`src/rtl/neopixel_pkg.sv`:
```
// neopixel_pkg: color encodings, receiver states and nominal NeoPixel timing shared with the strand controller
package neopixel_pkg;
    typedef enum logic [1:0] {RED = 2'b00, BLUE = 2'b01, GREEN = 2'b10} color_e;
    typedef enum logic [2:0] {SYNC, ARMED, HIGH, LOW, ERROR} rx_state_e;
    localparam int BITS_PER_PIXEL = 24;
    localparam int T1H = 36;
    localparam int T1L = 30;
    localparam int T0H = 19;
    localparam int T0L = 40;
    localparam int LATCH_CLKS = 1250;
endpackage

```
`src/rtl/neo_pixel_strand_receiver_meter.sv`:
```
// neo_pulse_meter: synchronizes neo_in, flags edges and measures the current high/low run lengths
module neo_pulse_meter #(
    parameter int MAX_HIGH  = 50,
    parameter int LATCH_LOW = 1250,
    parameter int LW        = $clog2(LATCH_LOW + 1)
) (
    input  logic          clock,
    input  logic          reset,
    input  logic          neo_in,
    output logic          rise,
    output logic          fall,
    output logic [6:0]    high_len,
    output logic [LW-1:0] low_len
);
    localparam logic [6:0]    H_SAT = 7'(MAX_HIGH + 1);
    localparam logic [LW-1:0] L_SAT = LW'(LATCH_LOW);
    logic [2:0] sync;
    // run lengths count completed cycles of the current level, so on the edge cycle they hold the full pulse width
    always_ff @(posedge clock) begin
        if (reset) begin
            sync     <= '0;
            high_len <= '0;
            low_len  <= '0;
        end else begin
            sync     <= {sync[1:0], neo_in};
            high_len <= !sync[1] ? '0 : high_len == H_SAT ? high_len : high_len + 7'd1;
            low_len  <= sync[1] ? '0 : low_len == L_SAT ? low_len : low_len + LW'(1);
        end
    end
    assign rise = sync[1] & ~sync[2];
    assign fall = ~sync[1] & sync[2];
endmodule

```
`src/rtl/neo_pixel_strand_receiver.sv`:
```
// neo_pixel_strand_receiver: decodes the NeoPixel serial stream into a committed per-pixel G/R/B display buffer
module neo_pixel_strand_receiver
    import neopixel_pkg::*;
#(
    parameter int NUM_PIXELS    = 5,
    parameter int BIT_THRESHOLD = 27,
    parameter int MIN_HIGH      = 8,
    parameter int MAX_HIGH      = 50,
    parameter int LATCH_LOW     = LATCH_CLKS
) (
    input  logic       clock,
    input  logic       reset,
    input  logic       neo_in,
    input  logic [2:0] pixel_index,
    input  logic [1:0] color_index,
    output logic [7:0] color_level,
    output logic       frame_done,
    output logic       frame_error,
    output logic       busy
);
    localparam int NBITS = NUM_PIXELS * BITS_PER_PIXEL;
    localparam int LW    = $clog2(LATCH_LOW + 1);
    localparam int IW    = $clog2(NBITS + 1);
    localparam logic [LW-1:0] LATCH = LW'(LATCH_LOW);
    localparam logic [IW-1:0] FULL  = IW'(NBITS);
    localparam logic [6:0]    H_MIN = 7'(MIN_HIGH);
    localparam logic [6:0]    H_MAX = 7'(MAX_HIGH);
    localparam logic [6:0]    H_ONE = 7'(BIT_THRESHOLD);
    localparam logic [2:0]    NP    = 3'(NUM_PIXELS);
    rx_state_e state, state_next;
    logic rise, fall, start, write_bit, commit, set_err;
    logic [6:0] high_len;
    logic [LW-1:0] low_len;
    logic [IW-1:0] bit_idx;
    logic [NBITS-1:0] work;
    logic [NUM_PIXELS-1:0][BITS_PER_PIXEL-1:0] disp;
    logic [BITS_PER_PIXEL-1:0] pix;

    neo_pulse_meter #(.MAX_HIGH(MAX_HIGH), .LATCH_LOW(LATCH_LOW), .LW(LW)) meter (
        .clock(clock), .reset(reset), .neo_in(neo_in),
        .rise(rise), .fall(fall), .high_len(high_len), .low_len(low_len)
    );

    always_ff @(posedge clock) begin
        if (reset) state <= SYNC;
        else state <= state_next;
    end

    // a nonzero high run in ARMED means the rising edge coincided with the latch and must still start a packet
    always_comb begin
        state_next = state;
        start      = 1'b0;
        write_bit  = 1'b0;
        commit     = 1'b0;
        set_err    = 1'b0;
        case (state)
            ARMED: begin
                start      = rise || high_len != '0;
                state_next = start ? HIGH : ARMED;
            end
            HIGH: if (fall) begin
                set_err    = high_len < H_MIN || high_len > H_MAX || bit_idx == FULL;
                write_bit  = !set_err;
                state_next = set_err ? ERROR : LOW;
            end
            LOW: if (low_len == LATCH) begin
                commit     = bit_idx == FULL;
                set_err    = !commit;
                state_next = ARMED;
            end else if (rise) state_next = HIGH;
            default: if (low_len == LATCH) state_next = ARMED;
        endcase
    end

    always_ff @(posedge clock) begin
        if (reset) begin
            bit_idx     <= '0;
            work        <= '0;
            disp        <= '0;
            frame_done  <= 1'b0;
            frame_error <= 1'b0;
        end else begin
            frame_done <= commit;
            if (start) begin
                bit_idx     <= '0;
                frame_error <= 1'b0;
            end
            if (write_bit) begin
                work[bit_idx] <= high_len >= H_ONE;
                bit_idx       <= bit_idx + IW'(1);
            end
            if (commit) disp <= work;
            if (set_err) frame_error <= 1'b1;
        end
    end

    assign busy        = state == HIGH || state == LOW;
    assign pix         = disp[pixel_index];
    assign color_level = pixel_index >= NP ? 8'd0 :
                         color_index == RED   ? pix[15:8] :
                         color_index == BLUE  ? pix[7:0] :
                         color_index == GREEN ? pix[23:16] : 8'd0;
endmodule
```
`config.mk`:
```
export PLATFORM = sky130hd
export DESIGN_NAME = neo_pixel_strand_receiver
export DESIGN_NICKNAME = d
export VERILOG_FILES = /design/src/rtl/neopixel_pkg.sv /design/src/rtl/neo_pixel_strand_receiver_meter.sv /design/src/rtl/neo_pixel_strand_receiver.sv
export SDC_FILE = /design/constraint.sdc
export NUM_CORES = 1
export LEC_CHECK = 0
export CAP_MARGIN = 20
export CORE_MARGIN = 2
export CORE_UTILIZATION = 40
export CTS_CLUSTER_SIZE = 40
export DETAILED_ROUTE_END_ITERATION = 6
export DONT_BUFFER_PORTS = 1
export PLACE_DENSITY = 0.52
export SYNTH_ARGS = -nofsm -noshare
export SYNTH_HDL_FRONTEND = slang
export SYNTH_HIERARCHICAL = 1
export SYNTH_SLANG_ARGS = --single-unit
```
`constraint.sdc`:
```
create_clock -name clock -period 3 [get_ports clock]
set_clock_uncertainty 0.2 [all_clocks]
set_input_delay 0.3 -clock clock [delete_from_list [all_inputs] [get_ports clock]]
set_output_delay 0.3 -clock clock [all_outputs]
set_load 0.1 [all_outputs]
```
==> results.toml <==
[critical_path]
cp.required_ps = 2500
critical-path-top-delay-family = "multiplexers"
cp_cell_sequence = "mux4_2 -> mux2i_1 -> nor2_1 -> a21oi_1 -> o21ai_2 -> buf_4"
start_kind = "flip-flop"
cpPeakStageDelay_ps = 480
critPathArrivalTime_ps = 2380
endpoint_kind = "output port"
cp_max_fo = 2
slowest_stage = "mux4_2"
path_buf_inv = 1
crit_type = "reg -> out"

[logic_synthesis]
synth_area_um2 = 12200
synth-edff-count = 0
seq_area_frac_synth_pct = 44.8
ys_ff_latch = 273
yosys_warnings = 6
synthDistinctLibCells = 58
syn_area_per_cell_um2 = 8.49
synth_ff_type = "dfxtp_1"
synthesis.nets = 1448
synth-async-reset-ratio_pct = 0
syn-instance-count = 1435

[clocking]
cts_buffers = 30
cts_max_level = 1
cts_setup_buffers = 0
cts-root-buf = "clkbuf_16"
tritoncts = "built"
insertion_delay_ps = 550
cts.sink_count = 273
clkSlewWorstSetupHoldPaths_ps = 60
clock_path_buffers = 3

[global_routing]
grt_usage_pct = 20.9
grt_pass1_vias = 9914
gr-total-overflow = 0
antenna_found_initial = 0
grt_max_degree = 145
grt_pass1_wl_um = 53100

[finish]
drive_gt1_share_pct = 8.68
synthToLayoutAreaGrowth_pct = 19.6
layout_commonest_cell = "nand2_1"
regArea_um2 = 5470
multiInputGateArea_um2 = 6150
final_cell_mix = "nand2_1 (309), dfxtp_1 (273), a21oi_1 (144)"
diodes = 0
nFillCells = 2921
nNetsFinal = 1504

[power_and_ir_drop]
ir_drop_mv = 0.438
power.internal_mw = 5.82
sw_frac_of_total_pct = 20.6
p_clk_share_pct = 48.7
p_comb_share_pct = 1.6
p_leak_nw = 5.15
seq_power_share_pct = 49.7
p_sw_mw = 1.51
power.density_nw_per_um2 = 503

[sta]
period_share_pct = 96.0
finalSetupTns_ps = 0
post-route-min-period_ps = 2880
setup_viol = 0
tightest_slew_ps = 999
layout_setup_ws_ps = 119
hold_viol_final = 0
fmax_ghz = 0.347
drv_slew = 0
slew_headroom_pct = 33.3
rsz0062_at_grt = "false"

[floorplan]
die-height_um = 179
io_pins = 19
die_w_um = 179
initial_core_util_pct = 40.9
rows = 63
coreArea_um2 = 29800
dieArea_um2 = 31900

[route]
drt_wl_total_um = 32600
num_vias = 10100
post_drt_wl_per_cell_um = 17.2
drc = 0
antenna_left = 0
first_iter_violations = 541
drt-pass1-iter-count = 4
via_per_inst = 5.34

[placed_design]
dp_hpwl_um = 17500
io_buffers = 0
gp_congestion = 0.737
post-place-ws_ps = 431

[min_path]
hold_path_class = "in -> reg"

[flow_run]
max_cap_violations = 0

[run_status]
status = "finished, final reports clean"
-- path summary, 6_finish.rpt --
path	start	end	slack, ps	depth (start not counted)
worst min-delay path	reset	disp[75]	170	2
worst min register to register	work[57]	disp[57]	250	2
worst max register to register	meter/low_len[0]	state[0]	120	6
worst max-delay path	disp[74]	color_level[2]	120	6
-- metrics by stage --
| stage | power (mW) | instance area (µm²) | cells | utilization, % | hold slack, ps |
|---|---|---|---|---|---|
| 2_1_floorplan | 3.85 | 12200 | 1435 | - | 172 |
| 3_3_place_gp | 3.80 | 12400 | 1735 | 41.8 | 187 |
| 3_5_place_dp | 3.80 | 12400 | 1735 | 41.8 | 188 |
| 4_1_cts | 7.43 | 14600 | 1900 | 48.9 | 99.5 |
| 5_1_grt | 7.57 | 14600 | 1900 | 48.9 | 137 |
| 6_report | 7.33 | 14600 | 1900 | 48.9 | 173 |
-- routing by layer --
metal	GRT usage (%)	up-vias	share of wire [%]
met1	27.9	4889	48
li1	-	5078	-
met4	5.12	0	1.9
met5	0	-	0
met2	35.8	137	47
met3	2.56	41	3.4
-- repair_timing --
action                     CTS  global route
hold endpoints to repair   273             0
setup endpoints to repair    0             4
hold buffers               114             0
gates resized for setup      0             3
-- power by group through the flow --
| stage | combinational, mW | clock, mW | sequential [mW] |
|---|---|---|---|
| floorplan | 0.130 | 0 | 3.72 |
| global placement | 0.0750 | 0 | 3.72 |
| detailed placement | 0.0749 | 0 | 3.72 |
| CTS | 0.118 | 3.67 | 3.64 |
| global route | 0.125 | 3.81 | 3.64 |
| finish | 0.116 | 3.57 | 3.64 |
-- layout make-up --
class,instances,area share (%)
repair buffers,148,10.1
flip-flops and latches,273,37.5
multi-input cells,1029,42.2
well taps,390,3.35
clock buffers,48,6.52
inverters,9,0.232
clock inverters,3,0.103
-- synthesized netlist by cell type, types with 3 or more instances --
cell	count	area, µm²
nand3_1	20	100
o21ai_0	110	551
xor2_1	4	35.0
mux2i_1	46	460
nor2b_1	102	638
a21oi_1	144	721
nand2_1	309	1160
and3_1	3	18.8
nor4_1	5	31.3
or4b_4	3	41.3
buf_2	10	50.1
nor2_1	35	131
o31ai_1	97	728
nor3_1	18	90.1
or2_2	3	18.8
or4_1	5	37.5
buf_4	11	82.6
inv_1	9	33.8
ha_1	5	62.6
o21a_1	3	22.5
a31oi_1	3	18.8
buf_6	10	113
clkbuf_1	91	342
mux4_2	24	541
nand2b_1	37	231
nand4_1	6	37.5
or3_1	8	50.1
dfxtp_1	273	5470
nor3b_1	3	22.5
-- flip-flops by register name (all words and copies together) (netlist names) --
| signal | flops |
|---|---|
| bit_idx | 7 |
| meter/high_len | 7 |
| frame_error | 1 |
| work | 120 |
| state | 3 |
| meter/sync | 3 |
| frame_done | 1 |
| disp | 120 |
| meter/low_len | 11 |
-- kinds of logic (layout without fill, tap and decap cells) --
| group | after synthesis | count (layout) | synth area share [%] |
|---|---|---|---|
| compound gates | 375 | 375 | 18.0 |
| xor+xnor | 6 | 6 | 0.431 |
| fa+ha+maj | 5 | 5 | 0.513 |
| buf+inv | 133 | 208 | 5.15 |
| flops | 273 | 273 | 44.8 |
| mux | 70 | 70 | 8.21 |
| simple gates | 573 | 573 | 22.8 |
-- worst reg2reg max path, cell delays in order, from the launching register on --
cell and delay (ps):
dfxtp_1 370, or4b_4 580, or4_4 590, o211ai_2 200
nor2_1 60, a311oi_1 240, dlygate4sd3_1 580
(Power assumes the default switching activity.)
